<file path="config.mk">
export PLATFORM = sky130hd
export DESIGN_NAME = mem_port_ctrl
export DESIGN_NICKNAME = d
export VERILOG_FILES = /design/src/rtl/mem_port_ctrl.sv
export SDC_FILE = /design/constraint.sdc
export NUM_CORES = 1
export LEC_CHECK = 0
export BUFFER_PORTS_ARGS = -buffer_cell sky130_fd_sc_hd__buf_4
export CORE_ASPECT_RATIO = 0.5
export CORE_MARGIN = 8
export CORE_UTILIZATION = 30
export CTS_BUF_LIST = sky130_fd_sc_hd__clkbuf_16
export DETAILED_ROUTE_END_ITERATION = 7
export MAX_ROUTING_LAYER = met4
export PLACE_DENSITY = 0.51
export SLEW_MARGIN = 40
export SYNTH_ARGS = -nofsm -noshare
export SYNTH_HDL_FRONTEND = slang
export SYNTH_SLANG_ARGS = --single-unit
</file>
<file path="constraint.sdc">
create_clock -name clk -period 3.9 [get_ports clk]
set_clock_uncertainty 0.1 [all_clocks]
set_input_delay 0.195 -clock clk [delete_from_list [all_inputs] [get_ports clk]]
set_output_delay 0.195 -clock clk [all_outputs]
set_load 0.02 [all_outputs]
</file>
<file path="src/rtl/mem_port_ctrl.sv">
// rtl/mem_port_ctrl.sv - load/store memory-port controller for a word-wide synchronous SRAM
//
// Ports:
//   clk, rst             clock, asynchronous active-low reset
//   req_*                core request (valid/we/size/signed/addr/wdata), sampled only in IDLE
//   req_ready, align_err one-cycle completion pulse; align_err marks a rejected request
//   rsp_rdata            aligned/extended load result, held until the next successful load
//   mem_*                SRAM cycle: cs/we/oe strobes, word address, byte enables, write/read data
module mem_port_ctrl #(
  parameter int WAIT_STATES = 2
) (
  input  logic        clk,
  input  logic        rst,
  input  logic        req_valid,
  input  logic        req_we,
  input  logic [1:0]  req_size,
  input  logic        req_signed,
  input  logic [31:0] req_addr,
  input  logic [31:0] req_wdata,
  output logic        req_ready,
  output logic        align_err,
  output logic [31:0] rsp_rdata,
  output logic        mem_cs,
  output logic        mem_we,
  output logic        mem_oe,
  output logic [31:0] mem_addr,
  output logic [3:0]  mem_be,
  output logic [31:0] mem_wdata,
  input  logic [31:0] mem_rdata
);

  typedef enum logic [1:0] {IDLE, ACCESS, DONE} state_t;

  state_t      state_q, state_d;
  logic [3:0]  cnt_q, cnt_d;
  logic        req_ready_q, req_ready_d;
  logic        align_err_q, align_err_d;
  logic        mem_cs_q, mem_cs_d;
  logic        mem_we_q, mem_we_d;
  logic        mem_oe_q, mem_oe_d;
  logic [31:0] mem_addr_q, mem_addr_d;
  logic [3:0]  mem_be_q, mem_be_d;
  logic [31:0] mem_wdata_q, mem_wdata_d;
  logic [31:0] rsp_rdata_q, rsp_rdata_d;
  // Access shape kept for the load-data alignment at the end of ACCESS.
  logic [1:0]  size_q, size_d;
  logic        signed_q, signed_d;
  logic [1:0]  off_q, off_d;

  logic        illegal;
  logic [7:0]  rd_byte;
  logic [15:0] rd_half;

  assign illegal = (req_size == 2'b11) ||
                   (req_size == 2'b01 && req_addr[0]) ||
                   (req_size == 2'b10 && req_addr[1:0] != 2'b00);

  assign rd_byte = mem_rdata[{off_q, 3'b000} +: 8];
  assign rd_half = off_q[1] ? mem_rdata[31:16] : mem_rdata[15:0];

  always_comb begin
    state_d     = state_q;
    cnt_d       = cnt_q;
    req_ready_d = 1'b0;
    align_err_d = 1'b0;
    mem_cs_d    = mem_cs_q;
    mem_we_d    = mem_we_q;
    mem_oe_d    = mem_oe_q;
    mem_addr_d  = mem_addr_q;
    mem_be_d    = mem_be_q;
    mem_wdata_d = mem_wdata_q;
    rsp_rdata_d = rsp_rdata_q;
    size_d      = size_q;
    signed_d    = signed_q;
    off_d       = off_q;

    unique case (state_q)
      IDLE: begin
        if (req_valid) begin
          if (illegal) begin
            // Rejected without any SRAM strobe; completion is reported next cycle.
            state_d     = DONE;
            req_ready_d = 1'b1;
            align_err_d = 1'b1;
          end else begin
            state_d    = ACCESS;
            cnt_d      = 4'(WAIT_STATES);
            mem_cs_d   = 1'b1;
            mem_we_d   = req_we;
            mem_oe_d   = ~req_we;
            mem_addr_d = {req_addr[31:2], 2'b00};
            size_d     = req_size;
            signed_d   = req_signed;
            off_d      = req_addr[1:0];
            unique case (req_size)
              2'b00: begin
                mem_be_d    = 4'b0001 << req_addr[1:0];
                mem_wdata_d = {4{req_wdata[7:0]}};
              end
              2'b01: begin
                mem_be_d    = req_addr[1] ? 4'b1100 : 4'b0011;
                mem_wdata_d = {2{req_wdata[15:0]}};
              end
              default: begin
                mem_be_d    = 4'b1111;
                mem_wdata_d = req_wdata;
              end
            endcase
            if (!req_we) begin
              mem_wdata_d = 32'h0;
            end
          end
        end
      end

      ACCESS: begin
        if (cnt_q != 4'd0) begin
          cnt_d = cnt_q - 4'd1;
        end else begin
          // Final SRAM cycle: mem_rdata is valid now.
          if (!mem_we_q) begin
            unique case (size_q)
              2'b00:   rsp_rdata_d = {{24{signed_q & rd_byte[7]}}, rd_byte};
              2'b01:   rsp_rdata_d = {{16{signed_q & rd_half[15]}}, rd_half};
              default: rsp_rdata_d = mem_rdata;
            endcase
          end
          mem_cs_d    = 1'b0;
          mem_we_d    = 1'b0;
          mem_oe_d    = 1'b0;
          mem_be_d    = 4'b0000;
          state_d     = DONE;
          req_ready_d = 1'b1;
        end
      end

      default: begin
        state_d = IDLE;
      end
    endcase
  end

  always_ff @(posedge clk or negedge rst) begin
    if (!rst) begin
      state_q     <= IDLE;
      cnt_q       <= 4'd0;
      req_ready_q <= 1'b0;
      align_err_q <= 1'b0;
      mem_cs_q    <= 1'b0;
      mem_we_q    <= 1'b0;
      mem_oe_q    <= 1'b0;
      mem_addr_q  <= 32'h0;
      mem_be_q    <= 4'b0000;
      mem_wdata_q <= 32'h0;
      rsp_rdata_q <= 32'h0;
      size_q      <= 2'b00;
      signed_q    <= 1'b0;
      off_q       <= 2'b00;
    end else begin
      state_q     <= state_d;
      cnt_q       <= cnt_d;
      req_ready_q <= req_ready_d;
      align_err_q <= align_err_d;
      mem_cs_q    <= mem_cs_d;
      mem_we_q    <= mem_we_d;
      mem_oe_q    <= mem_oe_d;
      mem_addr_q  <= mem_addr_d;
      mem_be_q    <= mem_be_d;
      mem_wdata_q <= mem_wdata_d;
      rsp_rdata_q <= rsp_rdata_d;
      size_q      <= size_d;
      signed_q    <= signed_d;
      off_q       <= off_d;
    end
  end

  assign req_ready = req_ready_q;
  assign align_err = align_err_q;
  assign rsp_rdata = rsp_rdata_q;
  assign mem_cs    = mem_cs_q;
  assign mem_we    = mem_we_q;
  assign mem_oe    = mem_oe_q;
  assign mem_addr  = mem_addr_q;
  assign mem_be    = mem_be_q;
  assign mem_wdata = mem_wdata_q;

endmodule
</file>
**Yosys cells after proc, flatten, opt, wreduce, memory -nomap -nowiden**

Cells that the tools add are included.
Widths: inputs -> output; s select.

- Add/subtract/negate cells: 1
- Eq/ne operators: 9
- Shift-type cells: 2
- Multiplexer cells: 33
- Bitwise gates (word level): 6
- Reductions and logical operators: 15

Operators with widths:

| operator | count |
|---|---|
| $pmux 32 s2 | 2 |
| $mux 32 | 1 |
| $shiftx 32x6->8 | 1 |
| $mux 4 | 7 |
| $pmux 4 s2 | 3 |
| $mux 16 | 1 |
| $mux 1 | 11 |
| $ne 2x2->1 const B | 4 |
| $pmux 1 s2 | 4 |
| $reduce_and 4->1 | 2 |
| $eq 2x1->1 const B | 3 |
| $logic_not 2->1 | 3 |
| $mux 2 | 3 |
| $reduce_and 3->1 | 2 |
| $eq 2x2->1 const B | 2 |
| $not 1->1 | 4 |
| $pmux 2 s2 | 1 |
| $reduce_bool 2->1 | 2 |
| $reduce_bool 4->1 | 1 |
| $shl 1x2->4 const A | 1 |
| $sub 4x1->4 const B | 1 |
| $and 1x1->1 | 2 |
| $logic_and 1x1->1 | 2 |
| $logic_or 1x1->1 | 2 |
| $reduce_and 2->1 | 1 |

- Register bits: 114
- Input bits: 103
- Output and inout bits: 105
- Logic and storage cells: 80

**Logic depth before layout (Yosys ltp)**

- Depth after elaboration: 7
- Gate-level depth with buffers: 8
- Gate-level depth less buffers: 6

**Worst setup path after synthesis**

Ideal clock, no wire load.

- Path kind: register to register
- Start: register cnt_q[0]
- End: register rsp_rdata_q[10], in the netlist rsp_rdata[10]
- Library setup time: 138 ps
- Arrival: 1802 ps
- Data required time: 3662 ps
- Path slack: 1860 ps
- Cell stages (with the launch flop): 8
- Path buffers: 1
- Period minus slack after synthesis: 2040 ps
- Cell sequence: dfrtp_1 -> inv_1 -> ha_1 -> or3b_4 -> nor3_4 -> buf_6 -> mux2i_1 -> o221ai_1

- Word-level cells in the longest chain between the ends: 3

Ends and longest elaborated chain:

| item | line | source |
|---|---|---|
| from (decl) | 35 | `logic [3:0] cnt_q, cnt_d;` |
| from (signal assigned) | 161 | `cnt_q <= cnt_d;` |
| $reduce_bool 4->1 | 117 | `if (cnt_q != 4'd0) begin` |
| $not 1->1 (no source line) | - |  |
| $reduce_and 3->1 (no source line) | - |  |
| to (signal assigned) | 170 | `rsp_rdata_q <= rsp_rdata_d;` |
| to (decl) | 44 | `logic [31:0] rsp_rdata_q, rsp_rdata_d;` |

No other way between the ends.
A chain may end at the register's enable or synchronous reset.

**Worst setup path in the final report**

Same ends and word-level chain as after synthesis.

==> results by group <==
Run status
  • Outcome: completed

Clocking
  • Deepest clock path buffer count: 2
  • Post-cts hold buffer count: 67
  • Master cell of the clock root buffer: sky130_fd_sc_hd__clkbuf_16
  • Clock network latency to the later pin of the worst-skew pair: 400 ps
  • Post_cts resized: 0
  • Buffers inserted by post-CTS timing repair: 0
  • Sinks on the clock net: 114
  • Total clock buffers created by CTS: 17
  • Clock tree from TritonCTS: done
  • Clock slew at the register clock pins of the worst setup and hold paths: 50 ps
  • H-tree depth: 4

Worst setup path
  • Startpoint types: register
  • Maximum net fanout on the critical path: 22
  • Critical path capture point type: register
  • Type of the worst setup path: reg -> reg
  • Arrival time of data at the critical path endpoint: 2720 ps
  • Required arrival time at the worst endpoint: 4050 ps

STA
  • Max-slew violation count: 0
  • Setup ws final: 1340 ps
  • Sum of negative setup slack: 0 ps
  • Hold slack: 21.6 ps
  • Unrepaired setup endpoints after global routing: no
  • Worst-margin pin slew: 824 ps
  • Total setup violations reported at the end of the flow: 0
  • Final period demand of the worst path: 2560 ps
  • Highest clock rate: 390 MHz
  • Tcrit/Tclk final: 0.657
  • Hold violation total from the final report: 0
  • Max-Slew Margin vs Limit: 0.451

Floorplanning
  • Number of top-level design ports: 208
  • Placeable core area: 17500 um^2
  • Die Span X: 206 um
  • # rows: 34
  • Starting Density: 0.309
  • Full die area: 22800 um^2
  • Y dimension of the die: 111 um

Yosys
  • Register area share after synthesis: 0.528
  • FF+latch count, synth: 114
  • Synth warnings: 0
  • Biggest area contributors in the synthesized netlist: sky130_fd_sc_hd__dfrtp_1, sky130_fd_sc_hd__nand2_1, sky130_fd_sc_hd__mux2i_1
  • Cell variety after synth: 41
  • Share of the synthesized area in the top cell type: 0.528
  • Most area-hungry cell type in the Yosys netlist: sky130_fd_sc_hd__dfrtp_1
  • Netlist area before placement: 5400 um^2
  • Post-synthesis instance total: 592
  • Mean post-synth cell area: 9.12 um^2

Worst hold path
  • Worst hold path type: in -> reg

GRT
  • Residual overflow from global routing: 0
  • Number of global-route vias before repair: 5298
  • Wire length of the first global-routing pass: 29900 um
  • Initial antenna violation count: 0
  • Global router's overall resource usage: 0.167
  • Pin count of the biggest net entering global routing: 64

Finish
  • Share of post-route cells with drive strength above 1: 0.291
  • Area growth from synthesis to layout: 54.2%
  • Number of antenna diodes: 0
  • Final net count: 951
  • Final instance area: 8330 um^2

Drt
  • Post-route antenna net violation count: 0
  • Average routed wire per standard cell: 17.2 um
  • Routed via count: 5152
  • DRC violation count after routing: 0
  • Final WL: 18800 um
  • Drt via density: 4.71
  • Number of detailed-routing iterations run before antenna repair: 4
  • Detailed router's first-iteration violation count: 253

Place
  • Instance area after placement: 7080 um^2
  • Worst setup slack before clock tree synthesis: 1350 ps
  • Detail Placement HPWL: 13100 um
  • Number of buffers inserted by port buffering: 205
  • Routability Congestion: 0.783

Power and ir drop
  • Pwr per Cell Area: 784 nW/um^2
  • Static leakage: 0.00417 uW
  • IR Drop Worst-Case VDD: 377 uV

Flow run
  • Max-cap viol count: 0
worst paths after layout:
check | startpoint | to | slack (ps) | cells after the start
hold / removal | mem_rdata[15] | rsp_rdata[15] | 20 | 3
max in group asynchronous | rst | cnt_q[1] | 2590 | 3
setup / recovery | cnt_q[0] | rsp_rdata[10] | 1340 | 7
min in group asynchronous | rst | mem_wdata[20] | 270 | 2
setup reg to reg | cnt_q[0] | rsp_rdata[10] | 1340 | 7
hold reg to reg | mem_wdata[1] | mem_wdata[1] | 370 | 2
through the flow:
stage	cells	utilization	total power, uW
2_1_floorplan	593	-	3740
4_1_cts	1093	0.475	6600
3_5_place_dp	994	0.405	5030
6_report	1094	0.476	6530
5_1_grt	1094	0.476	6950
3_3_place_gp	994	0.404	5000
synth_stat cells:
cell / instances
sky130_fd_sc_hd__a22o_1: 3
sky130_fd_sc_hd__nand2_1: 182
sky130_fd_sc_hd__clkinv_1: 1
sky130_fd_sc_hd__o221ai_1: 3
sky130_fd_sc_hd__nand4b_1: 1
sky130_fd_sc_hd__buf_6: 4
sky130_fd_sc_hd__buf_2: 13
sky130_fd_sc_hd__conb_1: 1
sky130_fd_sc_hd__o31ai_1: 16
sky130_fd_sc_hd__o21a_1: 2
sky130_fd_sc_hd__and2_1: 3
sky130_fd_sc_hd__a22oi_1: 7
sky130_fd_sc_hd__xor2_1: 1
sky130_fd_sc_hd__ha_1: 1
sky130_fd_sc_hd__nand3_1: 56
sky130_fd_sc_hd__nand2b_1: 4
sky130_fd_sc_hd__o22a_1: 4
sky130_fd_sc_hd__buf_4: 4
sky130_fd_sc_hd__nor2b_1: 5
sky130_fd_sc_hd__nor3b_1: 4
sky130_fd_sc_hd__clkbuf_1: 19
sky130_fd_sc_hd__inv_1: 4
sky130_fd_sc_hd__nor2_1: 24
sky130_fd_sc_hd__a2111oi_0: 2
sky130_fd_sc_hd__and3_1: 3
sky130_fd_sc_hd__mux2i_1: 42
sky130_fd_sc_hd__or2_2: 1
sky130_fd_sc_hd__nor4b_1: 2
sky130_fd_sc_hd__dfrtp_1: 114
sky130_fd_sc_hd__nor3_1: 2
sky130_fd_sc_hd__o21ai_0: 27
sky130_fd_sc_hd__o21ai_1: 3
sky130_fd_sc_hd__a21oi_2: 1
sky130_fd_sc_hd__a21oi_1: 23
sky130_fd_sc_hd__or3b_4: 1
sky130_fd_sc_hd__nor3_4: 1
sky130_fd_sc_hd__nor2_2: 1
sky130_fd_sc_hd__buf_1: 4
sky130_fd_sc_hd__nand4_4: 1
sky130_fd_sc_hd__a31o_2: 1
sky130_fd_sc_hd__or3_1: 1
final cells by class:
type	count	area, um^2
Multi-Input combinational cell	430	2330
Inverter	5	18.8
Sequential cell	114	2850
Fill cell	1689	9160
Timing Repair Buffer	279	2290
Clock inverter	15	128
Tap cell	234	293
Clock buffer	17	425
flip-flops by register name (all words and copies together), names as in the netlist, 2 cells and up:
register and count:
mem_addr 30, mem_be 4, state_q 2, off_q 2
cnt_q 4, size_q 2, rsp_rdata 32, mem_wdata 32
worst max-delay path: stages (launching register included):
cell	delay, ps
sky130_fd_sc_hd__dfrtp_1	400
sky130_fd_sc_hd__inv_1	70
sky130_fd_sc_hd__ha_1	170
sky130_fd_sc_hd__or3b_4	420
sky130_fd_sc_hd__nor3_4	530
sky130_fd_sc_hd__buf_4	380
sky130_fd_sc_hd__mux2i_1	210
sky130_fd_sc_hd__o221ai_1	130
cells by family (layout without fill, tap and decap cells):
| group | count (synthesis) | in the layout | synth area share |
|---|---|---|---|
| compound gates | 92 | 92 | 0.107 |
| xor+xnor | 1 | 1 | 0.00162 |
| fa+ha+maj | 1 | 1 | 0.00232 |
| buf+inv | 49 | 316 | 0.0454 |
| flops | 114 | 114 | 0.528 |
| mux | 42 | 42 | 0.0778 |
| other cells | 1 | 2 | 0.000694 |
| simple gates | 292 | 292 | 0.237 |
routing by layer:
| metal | vias to the layer above | global-route usage | wire length, um |
|---|---|---|---|
| met2 | 115 | 0.272 | 9360 |
| met4 | 0 | 0.0464 | 202 |
| met5 | - | - | 0 |
| met1 | 2515 | 0.212 | 8560 |
| met3 | 10 | 0.0271 | 675 |
| li1 | 2512 | - | - |
cell usage in the layout, fill, tap and decap left out, types with 16 or more instances in the layout:
cell type	instances
sky130_fd_sc_hd__mux2i_1	42
sky130_fd_sc_hd__clkbuf_16	17
sky130_fd_sc_hd__o21ai_0	27
sky130_fd_sc_hd__nand3_1	56
sky130_fd_sc_hd__nand2_1	182
sky130_fd_sc_hd__nor2_1	24
sky130_fd_sc_hd__dfrtp_1	114
sky130_fd_sc_hd__dlygate4sd3_1	67
sky130_fd_sc_hd__a21oi_1	23
sky130_fd_sc_hd__o31ai_1	16
sky130_fd_sc_hd__buf_4	210
power breakdown:
part / internal (uW) / leakage (uW) / total [uW] / switching, uW
clock: 922 / 0.000279 / 1480 / 562
combinational: 1230 / 0.00246 / 2870 / 1650
sequential: 1740 / 0.00143 / 2180 / 432
Note: power is estimated with default switching activity, not from simulation.
